`src/rtl/serial_edge_sampler_pkg.sv`:
```
// Shared definitions for the serial front-end: FSM state encoding and
// counter width helper.
package serial_pkg;

  typedef enum logic [1:0] {
    ST_RESET  = 2'd0,
    ST_ARMED  = 2'd1,
    ST_IDLE   = 2'd2,
    ST_ACTIVE = 2'd3
  } state_t;

  // Bits needed to hold the values 0..max_val inclusive (never less than one).
  function automatic int cnt_width(input int max_val);
    return (max_val < 1) ? 1 : $clog2(max_val + 1);
  endfunction

endpackage

```
`src/rtl/serial_edge_sampler_sync_chain.sv`:
```
// N-flop synchronizer for one asynchronous input; resets to the line's idle level.
module sync_chain #(
  parameter int   STAGES    = 2,
  parameter logic RESET_VAL = 1'b0
) (
  input  logic sys_clk,
  input  logic rst,
  input  logic din,
  output logic dout
);

  logic [STAGES-1:0] sync_r;

  // shift the raw input through the synchronizer flops
  always_ff @(posedge sys_clk or posedge rst) begin
    if (rst) begin
      sync_r <= {STAGES{RESET_VAL}};
    end else begin
      sync_r <= {sync_r[STAGES-2:0], din};
    end
  end

  assign dout = sync_r[STAGES-1];

endmodule

```
`src/rtl/serial_edge_sampler.sv`:
```
// Serial bus front-end: synchronizes clk/data/cs into sys_clk, detects the sampling
// edge and frames the bit stream into read strobes plus start/end/timeout events.
module serial_edge_sampler
  import serial_pkg::*;
#(
  parameter int   SYNC_STAGES   = 2,
  parameter logic SAMPLE_RISING = 1'b1,
  parameter logic CS_ACTIVE_LOW = 1'b1,
  parameter logic CS_USED       = 1'b1,
  parameter int   MAX_BITS      = 64,
  parameter int   IDLE_TIMEOUT  = 255
) (
  input  logic                           sys_clk,
  input  logic                           rst,
  input  logic                           enable,
  input  logic                           ser_clk_in,
  input  logic                           ser_data_in,
  input  logic                           ser_cs_in,
  output logic                           read_sig,
  output logic                           data_bit,
  output logic                           frame_start,
  output logic                           frame_active,
  output logic                           frame_end,
  output logic                           timeout,
  output logic [$clog2(MAX_BITS+1)-1:0]  bit_count
);

  localparam int   BW       = $clog2(MAX_BITS + 1);
  localparam int   IW       = cnt_width(IDLE_TIMEOUT);
  localparam int   FW       = cnt_width(SYNC_STAGES);
  localparam logic CLK_IDLE = ~SAMPLE_RISING;

  logic          clk_s, data_s, cs_raw_s, cs_act_s;
  logic          edge_s, cs_start_s, fill_done_s;
  logic          clk_prev_r, cs_prev_r;
  logic [FW-1:0] fill_r;
  state_t        state_r, state_nxt_s;
  logic [BW-1:0] bit_cnt_r, bit_cnt_nxt_s;
  logic [IW-1:0] idle_cnt_r, idle_cnt_nxt_s;
  logic          data_r, data_nxt_s;
  logic          rd_nxt_s, fs_nxt_s, fe_nxt_s, to_nxt_s;

  sync_chain #(.STAGES(SYNC_STAGES), .RESET_VAL(CLK_IDLE)) u_sync_clk (
    .sys_clk(sys_clk), .rst(rst), .din(ser_clk_in), .dout(clk_s)
  );
  sync_chain #(.STAGES(SYNC_STAGES), .RESET_VAL(1'b0)) u_sync_data (
    .sys_clk(sys_clk), .rst(rst), .din(ser_data_in), .dout(data_s)
  );
  sync_chain #(.STAGES(SYNC_STAGES), .RESET_VAL(CS_ACTIVE_LOW)) u_sync_cs (
    .sys_clk(sys_clk), .rst(rst), .din(ser_cs_in), .dout(cs_raw_s)
  );

  assign cs_act_s    = cs_raw_s ^ CS_ACTIVE_LOW;
  assign edge_s      = SAMPLE_RISING ? (clk_s & ~clk_prev_r) : (~clk_s & clk_prev_r);
  assign cs_start_s  = cs_act_s & ~cs_prev_r;
  // The cs chain only carries real pin values once it has been refilled after reset;
  // until then its "inactive" reset level must not release ARMED.
  assign fill_done_s = (fill_r == FW'(SYNC_STAGES));

  // edge-detect history and post-reset synchronizer fill tracking
  always_ff @(posedge sys_clk or posedge rst) begin
    if (rst) begin
      clk_prev_r <= CLK_IDLE;
      cs_prev_r  <= 1'b0;
      fill_r     <= '0;
    end else begin
      clk_prev_r <= clk_s;
      cs_prev_r  <= cs_act_s;
      if (!fill_done_s) begin
        fill_r <= fill_r + FW'(1'b1);
      end
    end
  end

  // next-state, counter and strobe decisions
  always_comb begin
    state_nxt_s    = state_r;
    bit_cnt_nxt_s  = bit_cnt_r;
    idle_cnt_nxt_s = idle_cnt_r;
    data_nxt_s     = data_r;
    rd_nxt_s       = 1'b0;
    fs_nxt_s       = 1'b0;
    fe_nxt_s       = 1'b0;
    to_nxt_s       = 1'b0;
    case (state_r)
      ST_RESET: begin
        bit_cnt_nxt_s  = '0;
        idle_cnt_nxt_s = '0;
        data_nxt_s     = 1'b0;
        state_nxt_s    = ST_ARMED;
      end
      ST_ARMED: begin
        if (!CS_USED || (fill_done_s && !cs_act_s)) begin
          state_nxt_s = ST_IDLE;
        end else begin
          state_nxt_s = ST_ARMED;
        end
      end
      ST_IDLE: begin
        if (CS_USED) begin
          if (cs_start_s && enable) begin
            fs_nxt_s       = 1'b1;
            bit_cnt_nxt_s  = '0;
            idle_cnt_nxt_s = '0;
            state_nxt_s    = ST_ACTIVE;
          end else begin
            state_nxt_s = ST_IDLE;
          end
        end else begin
          // without cs the opening edge is already bit 0 of the frame
          if (edge_s && enable) begin
            fs_nxt_s       = 1'b1;
            rd_nxt_s       = 1'b1;
            data_nxt_s     = data_s;
            bit_cnt_nxt_s  = BW'(1'b1);
            idle_cnt_nxt_s = '0;
            state_nxt_s    = ST_ACTIVE;
          end else begin
            state_nxt_s = ST_IDLE;
          end
        end
      end
      ST_ACTIVE: begin
        if (CS_USED && !cs_act_s) begin
          fe_nxt_s    = 1'b1;
          state_nxt_s = ST_IDLE;
        end else if (edge_s) begin
          rd_nxt_s       = 1'b1;
          data_nxt_s     = data_s;
          idle_cnt_nxt_s = '0;
          if (bit_cnt_r != BW'(MAX_BITS)) begin
            bit_cnt_nxt_s = bit_cnt_r + BW'(1'b1);
          end else begin
            bit_cnt_nxt_s = bit_cnt_r;
          end
        end else if (idle_cnt_r == IW'(IDLE_TIMEOUT - 1)) begin
          to_nxt_s    = 1'b1;
          state_nxt_s = CS_USED ? ST_ARMED : ST_IDLE;
        end else begin
          idle_cnt_nxt_s = idle_cnt_r + IW'(1'b1);
        end
      end
      default: begin
        state_nxt_s = ST_RESET;
      end
    endcase
  end

  // FSM state, counters and held data bit
  always_ff @(posedge sys_clk or posedge rst) begin
    if (rst) begin
      state_r    <= ST_RESET;
      bit_cnt_r  <= '0;
      idle_cnt_r <= '0;
      data_r     <= 1'b0;
    end else begin
      state_r    <= state_nxt_s;
      bit_cnt_r  <= bit_cnt_nxt_s;
      idle_cnt_r <= idle_cnt_nxt_s;
      data_r     <= data_nxt_s;
    end
  end

  // registered strobes and frame status
  always_ff @(posedge sys_clk or posedge rst) begin
    if (rst) begin
      read_sig     <= 1'b0;
      frame_start  <= 1'b0;
      frame_end    <= 1'b0;
      timeout      <= 1'b0;
      frame_active <= 1'b0;
    end else begin
      read_sig     <= rd_nxt_s;
      frame_start  <= fs_nxt_s;
      frame_end    <= fe_nxt_s;
      timeout      <= to_nxt_s;
      frame_active <= (state_nxt_s == ST_ACTIVE);
    end
  end

  assign data_bit  = data_r;
  assign bit_count = bit_cnt_r;

endmodule
```
`config.mk`:
```
export PLATFORM = sky130hd
export DESIGN_NAME = serial_edge_sampler
export DESIGN_NICKNAME = d
export VERILOG_FILES = /design/src/rtl/serial_edge_sampler_pkg.sv /design/src/rtl/serial_edge_sampler_sync_chain.sv /design/src/rtl/serial_edge_sampler.sv
export SDC_FILE = /design/constraint.sdc
export NUM_CORES = 1
export LEC_CHECK = 0
export CORE_MARGIN = 3
export CORE_UTILIZATION = 50
export DETAILED_ROUTE_END_ITERATION = 16
export DONT_BUFFER_PORTS = 1
export SYNTH_ARGS = -nofsm -noshare
export SYNTH_HDL_FRONTEND = slang
export SYNTH_SLANG_ARGS = --single-unit
```
`constraint.sdc`:
```
create_clock -name sys_clk -period 3.6 [get_ports sys_clk]
set_input_delay 0.72 -clock sys_clk [delete_from_list [all_inputs] [get_ports sys_clk]]
set_output_delay 0.72 -clock sys_clk [all_outputs]
set_load 0.1 [all_outputs]
```
==> metrics <==
DP HPWL=2100 um; CORE AREA=0.00308 mm^2; clock sink count=33; worst hold path type=in -> async; DRT Wirelength=3050 um; main combinational cell family by area after synthesis=simple AND/OR/NAND/NOR gates; Max Cap Viol=0; Lkg Pwr=0.000780 uW; GR Util All Layers=0.170; yosys warns=0; row cnt=20; post-layout min period=2.41 ns; DR DRC count=0; sequential area share after synthesis=0.507; final antenna-violating net count=0; Crit Path Class=reg -> reg; largest net degree at the start of global routing=34; status=finished, final reports clean; WL per Instance=15.0 um; CTS Buf Count=5; CTS max path bufs=2; P&R area growth vs syn=8.58%; share of cells above drive strength 1=0.119; routability cong.=0.805; CTS clk-pin slew, worst paths=0.11 ns; Post-CTS Setup Inserts=0; Synth Instances=152; Crit Path Max Fanout=15; Post-Synth Adder-Cell Area=0.0766; RSZ-0062 raised after global routing=false; Post-CTS Hold Buffers=0; n_diodes=0; GR Overflow Total=0; count of pins over their slew limit=0; mux contribution to synthesized area=0.0368; Pwr Density=678 mW/mm^2; Synth Cell Area=0.00163 mm^2; number of synthesized flops with an enable pin=0; via count=1179; clk_lat worst skew=0.35 ns; Post-Synth XOR/XNOR Area=0.00536; Reg area=828 um^2; setup TNS=0 ns; DRT iter0 DRCs=75; initial antenna violation count=0; Pre-antenna DRT Iters=4; CP required=3.83 ns; Yosys cell types=42; Peak Freq=416 MHz; fin nets=174; Compound-Gate Fraction of Synth Area=0.131; Core Util, Final=0.576; Worst Max-Slew Pin Slew=1.04 ns; Final setup viols=0; Slew Limit Headroom=0.309; r2r startpoint=state_r[0]; Post-Synth Simple-Gate Area=0.201; Post-Syn Nets=168; number of global-route vias before repair=1128; die width=63.2 um; fillcell total=260; fin crit share=0.668; crit start category=register; Final Hold Fails=0; first-pass GRT wire length=5250 um; signal arrival time at the worst endpoint=2.63 ns; Clock Skew=0.00870 ns; CTS resizes=0; CP startpoint=state_r[0]; number of I/O pins=19; syn avg cell area=10.8 um^2; Synth Register Bits=33; full die area=0.00399 mm^2; DR vias/cell=5.81; Max VDD drop=0.445 mV; Initial Util=0.531; Synth Flop Type=dfrtp_1; critical path capture point type=register; Root Driver=clkbuf_4; H-tree levels=2; Port Buffers=0; chip height=63.2 um; Multi-input gate area=736 um^2; TritonCTS clock tree=done; fraction of registers with async set or reset after synthesis=1.00
-- Yosys cell counts, drive strengths merged (2+ instances only) --
cell type | count | area (um^2)
a21boi | 3 | 22.5
a21oi | 6 | 30.0
and3 | 2 | 12.5
buf | 3 | 17.5
dfrtp | 31 | 776
dfstp | 2 | 52.6
ha | 10 | 125
inv | 13 | 48.8
mux2i | 6 | 60.1
nand2 | 12 | 45.0
nand2b | 4 | 25.0
nand3 | 6 | 30.0
nand4 | 4 | 25.0
nor2 | 6 | 25.0
nor3b | 2 | 15.0
nor4 | 5 | 37.5
o21ai | 5 | 25.0
o311ai | 2 | 17.5
o31ai | 5 | 37.5
or2b | 2 | 15.0
or4 | 6 | 45.0
-- area by class of cell --
cell class	count	share of cell area
clock buffer	5	0.0212
timing repair buffer	3	0.0127
multi-input combinational	102	0.415
sequential	33	0.467
tap	44	0.0310
clock inverter	3	0.0261
inverter	13	0.0275
-- sequential cells by signal, indices dropped and copies added (netlist names), 2 cells and up --
name                cells
bit_count               7
u_sync_cs.sync_r        2
fill_r                  2
u_sync_data.sync_r      2
idle_cnt_r              8
state_r                 2
u_sync_clk.sync_r       2
-- cell families (layout without fill, tap and decap cells) --
logic type               count (synthesis)  count (layout)
adder cells (fa/ha/maj)                 10              10
flip-flops                              33              33
AO/OA/AOI/OAI                           30              30
buffers and inverters                   17              24
AND/OR/NAND/NOR                         55              55
XOR/XNOR                                 1               1
multiplexers                             6               6
-- routing by layer --
layer	track usage	up-vias	wire, um	share of wire
met5	0	-	0	0
met4	0.0744	0	50	0.016
met3	0.0606	8	190	0.062
met2	0.257	34	1460	0.48
met1	0.220	566	1350	0.44
li1	-	571	-	-
-- per-stage QoR --
stage | instances | hold WS (ns) | worst slack, ns | area [um^2] | power [uW]
floorplan | 152 | 0.331 | 1.52 | 1630 | 848
global placement | 195 | 0.337 | 1.35 | 1690 | 918
CTS | 203 | 0.338 | 1.22 | 1770 | 1210
finish | 203 | 0.339 | 1.19 | 1770 | 1200
detailed placement | 195 | 0.338 | 1.26 | 1690 | 927
global route | 203 | 0.322 | 0.919 | 1770 | 1280
-- path summary, 6_finish.rpt --
kind / depth (start not counted) / to / slack, ns
worst min-delay path: 2 / u_sync_data.sync_r[0] / 0.34
worst min register to register: 0 / u_sync_clk.sync_r[1] / 0.36
worst max-delay path: 5 / idle_cnt_r[6] / 1.19
max in group asynchronous: 2 / u_sync_cs.sync_r[1] / 2.94
min in group sys_clk: 0 / u_sync_cs.sync_r[0] / 0.36
worst max register to register: 5 / idle_cnt_r[6] / 1.19
-- worst max-delay path, stage by stage (launching register included) --
cell,delay [ns]
dfrtp_1,0.40
ha_1,0.53
inv_2,0.16
nor4_2,0.87
nor3_1,0.15
mux2i_1,0.16
-- cell usage in the layout (no fill, tap or decap), types with 2 or more instances in the layout --
cell       n
nand3_1    6
dfstp_2    2
nor4_1     4
nand4_1    4
or4_1      6
nor3b_1    2
and3_1     2
o21ai_0    5
inv_1     12
a21boi_1   3
clkbuf_4   5
nor2_1     5
or2b_1     2
ha_1      10
o31ai_1    5
nand2b_1   4
a21oi_1    6
o311ai_0   2
buf_4      3
nand2_1   12
mux2i_1    6
dfrtp_1   31
-- report_power, final --
group	leakage, uW	switching (uW)	internal, uW	total (uW)
Sequential	0.000430	94.9	407	502
Clock	0.0000414	136	147	282
Combinational	0.000309	292	126	418
Total	0.000780	522	680	1200
(Power assumes the default switching activity.)
